File: src/rtl/bip_control_unit.sv
// Multicycle control unit for the accumulator processor: fetch/decode/exec
// sequencing, opcode decode, program counter, halt flag and cycle counter.
module bip_control_unit #(
    localparam int unsigned AB  = 11,
    localparam int unsigned DB  = 16,
    localparam int unsigned OPB = 5
) (
    input  logic          clk,
    input  logic          reset,
    output logic [AB-1:0] pc_addr,
    input  logic [DB-1:0] instr_in,
    output logic [AB-1:0] operand,
    output logic          wr_ram,
    output logic          rd_ram,
    output logic [1:0]    sel_a,
    output logic          sel_b,
    output logic          alu_op,
    output logic          wr_acc,
    output logic          halted,
    output logic [DB-1:0] cycle_count
);

    typedef enum logic [1:0] {
        S_FETCH  = 2'd0,
        S_DECODE = 2'd1,
        S_EXEC   = 2'd2,
        S_HALT   = 2'd3
    } state_t;

    typedef struct packed {
        logic       wr_ram;
        logic       rd_ram;
        logic [1:0] sel_a;
        logic       sel_b;
        logic       alu_op;
        logic       wr_acc;
    } ctrl_t;

    localparam logic [OPB-1:0] OP_HLT  = OPB'(0);
    localparam logic [OPB-1:0] OP_STO  = OPB'(1);
    localparam logic [OPB-1:0] OP_LD   = OPB'(2);
    localparam logic [OPB-1:0] OP_LDI  = OPB'(3);
    localparam logic [OPB-1:0] OP_ADD  = OPB'(4);
    localparam logic [OPB-1:0] OP_ADDI = OPB'(5);
    localparam logic [OPB-1:0] OP_SUB  = OPB'(6);
    localparam logic [OPB-1:0] OP_SUBI = OPB'(7);

    localparam logic [1:0] SEL_A_RAM = 2'd0;
    localparam logic [1:0] SEL_A_IMM = 2'd1;
    localparam logic [1:0] SEL_A_ALU = 2'd2;

    state_t          state;
    state_t          state_next;
    logic [DB-1:0]   ir;
    logic [AB-1:0]   pc;
    logic [OPB-1:0]  ir_op;
    logic [OPB-1:0]  fetch_op;
    ctrl_t           dec;

    assign ir_op    = ir[DB-1:DB-OPB];
    assign fetch_op = instr_in[DB-1:DB-OPB];
    assign pc_addr  = pc;
    assign operand  = ir[AB-1:0];

    // Decode the word about to enter the IR so controls register alongside it.
    always_comb begin
        dec = '0;
        case (fetch_op)
            OP_STO:  dec.wr_ram = 1'b1;
            OP_LD:   begin dec.rd_ram = 1'b1; dec.sel_a = SEL_A_RAM; dec.wr_acc = 1'b1; end
            OP_LDI:  begin dec.sel_a = SEL_A_IMM; dec.wr_acc = 1'b1; end
            OP_ADD:  begin dec.rd_ram = 1'b1; dec.sel_a = SEL_A_ALU; dec.wr_acc = 1'b1; end
            OP_ADDI: begin dec.sel_b = 1'b1; dec.sel_a = SEL_A_ALU; dec.wr_acc = 1'b1; end
            OP_SUB:  begin dec.rd_ram = 1'b1; dec.alu_op = 1'b1; dec.sel_a = SEL_A_ALU;
                           dec.wr_acc = 1'b1; end
            OP_SUBI: begin dec.sel_b = 1'b1; dec.alu_op = 1'b1; dec.sel_a = SEL_A_ALU;
                           dec.wr_acc = 1'b1; end
            default: dec = '0;
        endcase
    end

    always_comb begin
        state_next = state;
        case (state)
            S_FETCH:  state_next = S_DECODE;
            S_DECODE: state_next = S_EXEC;
            S_EXEC:   state_next = (ir_op == OP_HLT) ? S_HALT : S_FETCH;
            S_HALT:   state_next = S_HALT;
            default:  state_next = S_FETCH;
        endcase
    end

    always_ff @(posedge clk) begin
        if (reset) begin
            state <= S_FETCH;
        end else begin
            state <= state_next;
        end
    end

    // Strobes are only loaded on the DECODE->EXEC edge, so they live for EXEC alone.
    always_ff @(posedge clk) begin
        if (reset) begin
            ir          <= '0;
            pc          <= '0;
            halted      <= 1'b0;
            cycle_count <= '0;
            wr_ram      <= 1'b0;
            rd_ram      <= 1'b0;
            wr_acc      <= 1'b0;
            sel_a       <= 2'd0;
            sel_b       <= 1'b0;
            alu_op      <= 1'b0;
        end else begin
            if (state != S_HALT) begin
                cycle_count <= cycle_count + DB'(1);
            end
            wr_ram <= (state == S_DECODE) & dec.wr_ram;
            rd_ram <= (state == S_DECODE) & dec.rd_ram;
            wr_acc <= (state == S_DECODE) & dec.wr_acc;
            if (state == S_DECODE) begin
                ir     <= instr_in;
                sel_a  <= dec.sel_a;
                sel_b  <= dec.sel_b;
                alu_op <= dec.alu_op;
            end
            if (state == S_EXEC) begin
                if (ir_op == OP_HLT) begin
                    halted <= 1'b1;
                end else begin
                    pc <= pc + AB'(1);
                end
            end
        end
    end

endmodule

File: config.mk
export PLATFORM = sky130hd
export DESIGN_NAME = bip_control_unit
export DESIGN_NICKNAME = d
export VERILOG_FILES = /design/src/rtl/bip_control_unit.sv
export SDC_FILE = /design/constraint.sdc
export NUM_CORES = 1
export LEC_CHECK = 0
export ABC_AREA = 0
export CORE_ASPECT_RATIO = 0.6
export CORE_UTILIZATION = 43
export DETAILED_ROUTE_END_ITERATION = 7
export PLACE_DENSITY_LB_ADDON = 0.3
export SETUP_SLACK_MARGIN = 0.02
export SLEW_MARGIN = 10
export SYNTH_ARGS = -nofsm -noshare
export SYNTH_HDL_FRONTEND = slang
export SYNTH_SLANG_ARGS = --single-unit
File: constraint.sdc
create_clock -name clk -period 2.4 [get_ports clk]
set_input_delay 0.72 -clock clk [delete_from_list [all_inputs] [get_ports clk]]
set_output_delay 0.72 -clock clk [all_outputs]
set_load 0.05 [all_outputs]
==> flow_summary_export.csv, run 1 <==
group,metric,value,unit
run_status,outcome,"finished, final reports clean",
power_and_ir_drop,p_int,1.259,mW
route,dr.pass1.iters,4,
clocking,cts_inserted_buffers,5,
critical_path,startpoint_type,"flop",
power_and_ir_drop,power.density,617.0,nW/um^2
die,die_area,5379,sq um
global_routing,grtUsageTotal,17.98,%
power_and_ir_drop,clock_power_share,27.2,%
yosys,yosys_register_bits,53,
placement,io_buffers,63,
yosys,netlist_area,2185,sq um
placement,place_inst,331,
sta,worst_pin_slew,932.0,ps
critical_path,worst_path_dominant_cell_family,"buffers and inverters",
route,remaining_drc_errors,0,
die,fp.dieH,57.21,microns
global_routing,grt_max_degree,22,
yosys,ys_types,44,
route,viasPerCell,5.112,
yosys,synth-seq-area-share,48.57,%
route,drt-total-wl,4.461,mm
critical_path,path_max_fanout,6,
power_and_ir_drop,leakage,1.049,nW
layout,syn_to_final_growth,31.96,%
critical_path,critPathBufInv,1,
run,drv_cap,0,
yosys,ys_top_cells_by_area,"dfxtp_1, a22o_1, buf_4",
yosys,synth_compound_area_share,17.12,%
sta,relSlewSlack,37.87,%
yosys,ys.flop_type,"dfxtp_1",
yosys,yosys.area_share.simple,18.56,%
yosys,synth.largest_area_cell,"dfxtp_1",
clocking,ctsHoldBuffers,0,
yosys,syn-mean-instance-area,9.841,sq um
route,routedWlPerCell,13.16,microns
critical_path,crit_type,"flop to output port",
sta,setup_ws,96.99,ps
sta,rsz0062_at_grt,"no",
yosys,synth_top_area_share,48.57,%
clocking,cts_resized,0,
die,rows,19,
power_and_ir_drop,p_comb_share,18.9,%
yosys,netlist_instances,222,
die,start_util,46.18,%
critical_path,path_cells,"clkdlybuf4s50_1",
clocking,clk_pin_slew,90,ps
layout,antenna_cells,0,
yosys,synth_edf_count,0,
sta,finalCritPeriodShare,95.96,%
placement,gp_congestion,0.7444,
clocking,cts-root-buf,"clkbuf_8",
critical_path,end_kind,"output port",
power_and_ir_drop,power,1.779,mW
route,antenna_left,0,
yosys,synthXorXnorAreaFrac,5.212,%
sta,tns,0,ps
sta,report.final.slew_viol_count,0,
clocking,htreeDepth,2,
yosys,synthAdderAreaFrac,1.145,%
sta,setup_viol,0,
clocking,cts_setup_buffers,0,
global_routing,grt_pass1_vias,1570,
layout,layout-drive-gt1-share,8.333,%
placement,dpl_worst_slack,156.4,ps
clocking,cts_sinks,53,
layout,fin_nets,295,
sta,hold_viol,0,
route,vias,1733,
yosys,synth_most_common_cell,"dfxtp_1",
global_routing,antenna_found_initial,0,
yosys,netlist_top_cells_count,"dfxtp_1, nor2_1, a22o_1, a21oi_1, buf_4",
global_routing,grt_overflow,0,
clocking,clk_path_buf_depth,2,
clocking,cts_tree,"done",
clocking,clk_latency,300,ps
yosys,synth-warning-count,0,
sta,hold_slack,445.8,ps
critical_path,cp.required,1680,ps
critical_path,cp.arrival,1580,ps
layout,layout.cells.non_filler,339,
layout,fin_util,60.94,%
power_and_ir_drop,power.switching,0.5195,mW
power_and_ir_drop,power_frac_seq,53.9,%
power_and_ir_drop,ir_worst_vdd,0.0002936,V
yosys,synth_top_family_by_area,"simple AND/OR/NAND/NOR gates",
sta,post-route-min-period,2303,ps
power_and_ir_drop,swShare,29.21,%
placement,dpl.hpwl,3.244,mm
placement,placed_cell_area,2796,sq um
yosys,async_reset_ff_share,0,%
layout,postLayoutCellArea,2883,sq um
sta,fmax,0.4342,GHz
yosys,synthMuxAreaShare,2.005,%
global_routing,grt_pass1_wl,7.548,mm
die,core-area,4731,sq um
critical_path,crit_slowest_cell,"clkdlybuf4s50_1",
yosys,syn_nets,242,
route,drt_iter0_drc,31,
die,ios,64,
die,die_w,94.02,microns
sta,fin_worst_skew,3.058,ps
critical_path,slowest_delay,840,ps
min_path,hold_class,"flop to flop",
## cell families (layout without fill, tap and decap cells)
| kind of cell | after synthesis | in the layout |
|---|---|---|
| buffers and inverters | 28 | 82 |
| multiplexers | 4 | 4 |
| flip-flops | 53 | 53 |
| XOR/XNOR | 13 | 13 |
| AND/OR/NAND/NOR | 72 | 72 |
| adder cells (fa/ha/maj) | 2 | 2 |
| AO/OA/AOI/OAI | 50 | 50 |
## layout by cell type, fill, tap and decap left out, types with 2 or more instances in the layout
cell type	Yosys	layout
nor2b_1	5	5
a22o_1	17	17
o211ai_1	3	3
inv_1	6	6
nor2_1	20	20
o21ai_0	7	7
clkdlybuf4s50_1	0	62
and3_1	3	3
xor2_1	8	8
dfxtp_1	53	53
or4_1	3	3
xnor2_1	5	5
clkbuf_1	7	2
nand3_1	10	10
buf_4	11	5
a21oi_1	12	11
mux2_2	3	3
a32o_1	2	2
nand2_1	9	9
or3_1	8	8
ha_1	2	2
clkbuf_8	0	5
nor3b_2	2	2
nor4_1	2	2
## power by group through the flow
stage          clock network (mW)  registers, mW  logic, mW
5_1_grt                     0.544          0.965      0.360
4_1_cts                     0.499          0.958      0.339
6_report                    0.484          0.958      0.337
2_1_floorplan                   0           1.01      0.213
3_3_place_gp                    0          0.978      0.334
3_5_place_dp                    0          0.979      0.337
## state kept, by name, indices dropped and copies added, names as in the netlist
signal       flops
sel_a            2
sel_b            1
wr_acc           1
wr_ram           1
cycle_count     16
rd_ram           1
pc_addr         11
ir              16
halted           1
alu_op           1
state            2
## layer usage
layer | routed length, microns | GRT usage, %
met5 | 0 | 0
met3 | 213 | 5.200
met1 | 2393 | 26.33
met2 | 1818 | 25.55
met4 | 35 | 5.275
## cell type report
cell class              instances  area [sq um]
clock buffers                   7         76.32
multi-input cells             141         965.9
inverters                       6         22.52
flip-flops and latches         53          1061
clock inverters                 1         7.507
well taps                      63         78.83
fillers                       427          1848
repair buffers                 68         670.6
## worst paths after layout
path	depth (start not counted)	slack (ps)	to	startpoint
setup / recovery	1	100	pc_addr[5]	pc_addr[5]
hold / removal	2	450	sel_a[0]	sel_a[0]
hold reg to reg	2	450	sel_a[0]	sel_a[0]
setup reg to reg	4	560	cycle_count[15]	state[1]
Power figures use the tool's default switching activity.
==> run 2, diff against run 1 <==
GPL_ROUTABILITY_DRIVEN = 0   (was default)
RECOVER_POWER = 25   (was default)
==> run 2 against run 1 <==
- clock skew hardly changed
- combinational power hardly changed
- total power is 0.13% lower
- critical path type unchanged
- critical endpoint unchanged
- largest power group unchanged
==> flow_summary_export.csv, run 2 (synthesized netlist as in run 1, its figures left out) <==
group,metric,value,unit
clocking,clk_path_buf_depth,2,
min_path,hold_class,"flop to flop",
die,fp.dieH,57.21,microns
global_routing,grt_max_degree,22,
power_and_ir_drop,ir_worst_vdd,0.0002932,V
power_and_ir_drop,power,1.776,mW
layout,fin_nets,295,
layout,layout-drive-gt1-share,7.609,%
route,viasPerCell,5.118,
power_and_ir_drop,clock_power_share,27.2,%
run,drv_cap,0,
sta,setup_ws,97.27,ps
layout,syn_to_final_growth,31.62,%
clocking,cts_resized,0,
placement,dpl.hpwl,3.244,mm
layout,postLayoutCellArea,2875,sq um
sta,rsz0062_at_grt,"no",
clocking,cts_sinks,53,
sta,worst_pin_slew,931.8,ps
global_routing,grt_overflow,0,
critical_path,startpoint_type,"flop",
critical_path,slowest_delay,840,ps
die,rows,19,
die,ios,64,
critical_path,end_kind,"output port",
sta,finalCritPeriodShare,95.95,%
clocking,cts-root-buf,"clkbuf_8",
power_and_ir_drop,leakage,1.042,nW
critical_path,cp.required,1680,ps
route,drt_iter0_drc,45,
sta,fin_worst_skew,3.254,ps
sta,tns,0,ps
sta,hold_viol,0,
power_and_ir_drop,power.density,617.8,nW/um^2
critical_path,critPathBufInv,1,
layout,final_common_cell,"clkdlybuf4s50_1",
die,core-area,4731,sq um
placement,placed_cell_area,2796,sq um
placement,io_buffers,63,
layout,antenna_cells,0,
sta,report.final.slew_viol_count,0,
global_routing,grt_pass1_vias,1570,
route,drt-total-wl,4.471,mm
critical_path,cp.arrival,1580,ps
route,vias,1735,
sta,fmax,0.4343,GHz
die,die_w,94.02,microns
placement,dpl_worst_slack,156.4,ps
run_status,outcome,"finished, final reports clean",
route,remaining_drc_errors,0,
layout,final_cell_mix,"clkdlybuf4s50_1, dfxtp_1, nor2_1",
global_routing,antenna_found_initial,0,
critical_path,path_cells,"clkdlybuf4s50_1",
global_routing,grt_pass1_wl,7.548,mm
route,routedWlPerCell,13.19,microns
critical_path,crit_type,"flop to output port",
clocking,htreeDepth,2,
critical_path,crit_slowest_cell,"clkdlybuf4s50_1",
global_routing,grtUsageTotal,17.98,%
power_and_ir_drop,p_comb_share,18.9,%
clocking,ctsHoldBuffers,0,
die,die_area,5379,sq um
critical_path,worst_path_dominant_cell_family,"buffers and inverters",
sta,setup_viol,0,
clocking,clk_pin_slew,90,ps
die,start_util,46.18,%
power_and_ir_drop,p_int,1.257,mW
clocking,cts_setup_buffers,0,
clocking,cts_inserted_buffers,5,
sta,post-route-min-period,2303,ps
power_and_ir_drop,power_frac_seq,53.9,%
route,dr.pass1.iters,4,
sta,relSlewSlack,37.88,%
clocking,cts_tree,"done",
critical_path,path_max_fanout,6,
route,antenna_left,0,
power_and_ir_drop,swShare,29.22,%
power_and_ir_drop,power.switching,0.5190,mW
clocking,clk_latency,300,ps
==> run 2: changes by cell type in the layout (fill, tap and decap cells not counted) <==
cell | previous run | this run
clkdlybuf4s50_1 | 62 | 61
dlygate4sd3_1 | 0 | 1
buf_4 | 5 | 3
clkbuf_1 | 2 | 4
==> run 2: layout make-up <==
cell class | count | area, sq um
Fill cell | 430 | 1856
Sequential cell | 53 | 1061
Multi-Input combinational cell | 141 | 965.9
Timing Repair Buffer | 68 | 663.1
Tap cell | 63 | 78.83
Clock buffer | 7 | 76.32
Inverter | 6 | 22.52
Clock inverter | 1 | 7.507
==> run 2: final timing paths <==
kind | endpoint | start | depth (start not counted) | slack, ps
max reg2reg | cycle_count[15] | state[1] | 4 | 560
min | sel_a[0] | sel_a[0] | 2 | 450
max | pc_addr[5] | pc_addr[5] | 1 | 100
min reg2reg | sel_a[0] | sel_a[0] | 2 | 450
==> run 2: power by group through the flow <==
stage	sequential [mW]	combinational (mW)	clock [mW]
3_3_place_gp	0.978	0.334	0
6_report	0.958	0.335	0.483
5_1_grt	0.965	0.358	0.544
2_1_floorplan	1.01	0.213	0
4_1_cts	0.958	0.339	0.499
3_5_place_dp	0.979	0.337	0
==> run 2: per-layer routing <==
metal / vias up / share of wire [%] / GRT usage [%]
met5: - / 0 / 0
met4: 0 / 0.78 / 5.275
met2: 38 / 41 / 25.55
met3: 5 / 4.7 / 5.200
met1: 809 / 54 / 26.33
li1: 883 / - / -
==> run 2: metrics by stage <==
stage	hold WS (ps)	util (%)	std cells
after floorplan	440.2	-	222
after global placement	434.4	59.11	331
after detailed placement	439.4	59.11	331
after CTS	452.5	60.88	339
after global routing	463.1	60.78	339
final	445.7	60.78	339
==> variant, RTL diff (config.mk and constraints of run 1) <==
Register the input `instr_in` before use. The logic sees it one clock later.
--- a/src/rtl/bip_control_unit.sv
+++ b/src/rtl/bip_control_unit.sv
@@ -49,6 +49,12 @@
     localparam logic [1:0] SEL_A_IMM = 2'd1;
     localparam logic [1:0] SEL_A_ALU = 2'd2;
 
+    logic [DB-1:0] instr_q;
+
+    always_ff @(posedge clk) begin
+        instr_q <= instr_in;
+    end
+
     state_t          state;
     state_t          state_next;
     logic [DB-1:0]   ir;
@@ -58,7 +64,7 @@
     ctrl_t           dec;
 
     assign ir_op    = ir[DB-1:DB-OPB];
-    assign fetch_op = instr_in[DB-1:DB-OPB];
+    assign fetch_op = instr_q[DB-1:DB-OPB];
     assign pc_addr  = pc;
     assign operand  = ir[AB-1:0];
 
@@ -119,7 +125,7 @@
             rd_ram <= (state == S_DECODE) & dec.rd_ram;
             wr_acc <= (state == S_DECODE) & dec.wr_acc;
             if (state == S_DECODE) begin
-                ir     <= instr_in;
+                ir     <= instr_q;
                 sel_a  <= dec.sel_a;
                 sel_b  <= dec.sel_b;
                 alu_op <= dec.alu_op;
Formal check against the unedited RTL: not equivalent (a bounded check fails within 4 cycles, from zero or initial values and one cycle with reset high).
==> variant against run 1 <==
- worst hold slack lost 0.0054 ns
- routed wire length rose by 8.9%
- maximum frequency is essentially flat
- count of clock-buffer cells in the layout grew 3
- cell count rose by 10%
- design area is 15% higher
- setup slack improved by 0.0020 ns
- sequential cell count is 16 higher
- area after synthesis up 16%
- combinational power decreased by 1%
- total power rose by 36%
==> variant: results (changes against run 1) <==
<table>
<tr><th>Metric</th><th>Value</th></tr>
<tr><th colspan="2">Power and ir drop</th></tr>
<tr><td>Largest vdd supply drop</td><td>0.000345 V (+17%)</td></tr>
<tr><td>Switching power summed over all nets</td><td>0.000701 W (+35%)</td></tr>
<tr><td>Static Leakage</td><td>1.31 nW (+25%)</td></tr>
<tr><th colspan="2">Route</th></tr>
<tr><td>Total Routed Length</td><td>4860 um (+8.9%)</td></tr>
<tr><td>Number of design-rule violations left by the first detailed-router iteration</td><td>61 (+97%)</td></tr>
<tr><th colspan="2">CTS</th></tr>
<tr><td>Clk_lat worst skew</td><td>0.34 ns (+0.04 ns)</td></tr>
<tr><th colspan="2">Critical path</th></tr>
<tr><td>Register-to-register setup slack</td><td>0.81 ns (+0.25 ns)</td></tr>
<tr><td>Crit path max fanout</td><td>5 (-1)</td></tr>
<tr><td>Endpoint of the lowest-slack register-to-register path</td><td>pc_addr[10]$_SDFFE_PP0P_</td></tr>
<tr><th colspan="2">Yosys</th></tr>
<tr><td>Leading post-synthesis cells by cell area</td><td>sky130_fd_sc_hd__dfxtp_1 (54%), sky130_fd_sc_hd__a22o_1 (5.5%), sky130_fd_sc_hd__xor2_1 (4.8%)</td></tr>
<tr><td>Fraction of the yosys area taken by sequential cells</td><td>0.544 (+0.0582)</td></tr>
<tr><td>Post-synth net total</td><td>253 (+4.5%)</td></tr>
<tr><td>Most used standard cells in the synthesized netlist</td><td>sky130_fd_sc_hd__dfxtp_1 (69), sky130_fd_sc_hd__nor2_1 (22), sky130_fd_sc_hd__a22o_1 (16)</td></tr>
<tr><th colspan="2">Worst hold path</th></tr>
<tr><td>Number of stages on the worst hold path</td><td>1 (-1)</td></tr>
<tr><td>Endpoint, Worst Hold</td><td>ir[4]$_SDFFE_PP0P_</td></tr>
<tr><td>Worst hold start</td><td>instr_q[4]$_DFF_P_</td></tr>
<tr><th colspan="2">GRT</th></tr>
<tr><td>Total track usage</td><td>0.172 (-0.00791)</td></tr>
<tr><td>Global-route wire length before repair</td><td>7820 um (+3.6%)</td></tr>
<tr><td>Largest net degree at the start of global routing</td><td>30 (+36%)</td></tr>
<tr><th colspan="2">Cells and area</th></tr>
<tr><td># nets final</td><td>309 (+4.7%)</td></tr>
<tr><td>Fraction of layout cells with a size suffix above 1</td><td>0.109 (+0.0255)</td></tr>
<tr><th colspan="2">Place</th></tr>
<tr><td>RD Place Congestion</td><td>0.725 (-2.6%)</td></tr>
<tr><td>Pre-CTS WS</td><td>0.284 ns (+0.127 ns)</td></tr>
<tr><th colspan="2">STA</th></tr>
<tr><td>Hold slack</td><td>0.440 ns (-0.00536 ns)</td></tr>
<tr><td>Maximum clock skew at final layout</td><td>0.0109 ns (+0.00788 ns)</td></tr>
<tr><th colspan="2">Run status</th></tr>
<tr><td>Result of the run</td><td>completed</td></tr>
</table>
## variant: final cells by class
cell class	count	area (um^2)
Clock buffer	10	128
Inverter	1	3.75
Multi-Input combinational cell	141	991
Timing Repair Buffer	67	673
Fill cell	513	2300
Sequential cell	69	1380
Clock inverter	6	47.5
Tap cell	80	100
## variant: power by group through the flow
stage          combinational, W  sequential [W]  clock [W]
4_1_cts                0.000335         0.00126   0.000856
2_1_floorplan          0.000236         0.00130          0
3_5_place_dp           0.000334         0.00128          0
5_1_grt                0.000353         0.00126   0.000910
6_report               0.000333         0.00125   0.000828
3_3_place_gp           0.000331         0.00128          0
## variant: metal layers
layer  up-vias  share of wire  global-route usage
li1        933              -                   -
met1       842           0.52               0.233
met2        41           0.42               0.246
met3         4          0.048              0.0749
met4         0         0.0064              0.0559
met5         -              0                   0
## variant: cell families (layout without fill, tap and decap cells)
group / after synthesis / count (layout) / synth area share
buf+inv: 23 / 84 / 0.0675
flops: 69 / 69 / 0.544
fa+ha+maj: 2 / 2 / 0.00985
mux: 1 / 1 / 0.00394
xor+xnor: 18 / 18 / 0.0621
compound gates: 46 / 46 / 0.145
simple gates: 74 / 74 / 0.167
## variant: repair_timing
item | 4_1_cts | 5_1_grt
resized for setup | 0 | 5
endpoints found under the setup margin | 0 | 5
hold buffers | 0 | 0
## variant: worst max-delay path by stage
| stage | from | end | slack (ns) | depth (start not counted) |
|---|---|---|---|---|
| 3_5_place_dp | reset | rd_ram$_SDFF_PP0_ | 0.28 | 5 |
| 6_report | cycle_count[10]$_SDFFE_PP0N_ | cycle_count[10] | 0.1 | 1 |
| 2_1_floorplan | pc_addr[0]$_SDFFE_PP0P_ | pc_addr[10]$_SDFFE_PP0P_ | 0.61 | 5 |
| 4_1_cts | cycle_count[2]$_SDFFE_PP0N_ | cycle_count[2] | 0.03 | 1 |
| 3_3_place_gp | reset | rd_ram$_SDFF_PP0_ | 0.33 | 5 |
| 5_1_grt | cycle_count[12]$_SDFFE_PP0N_ | cycle_count[12] | 0.02 | 1 |
## variant: through the flow
step,instances,power [W],utilization,area [um^2]
global route,374,0.00253,0.591,3320
finish,374,0.00242,0.591,3320
floorplan,233,0.00154,-,2540
CTS,374,0.00245,0.589,3310
global placement,358,0.00161,0.558,3140
detailed placement,358,0.00162,0.558,3140
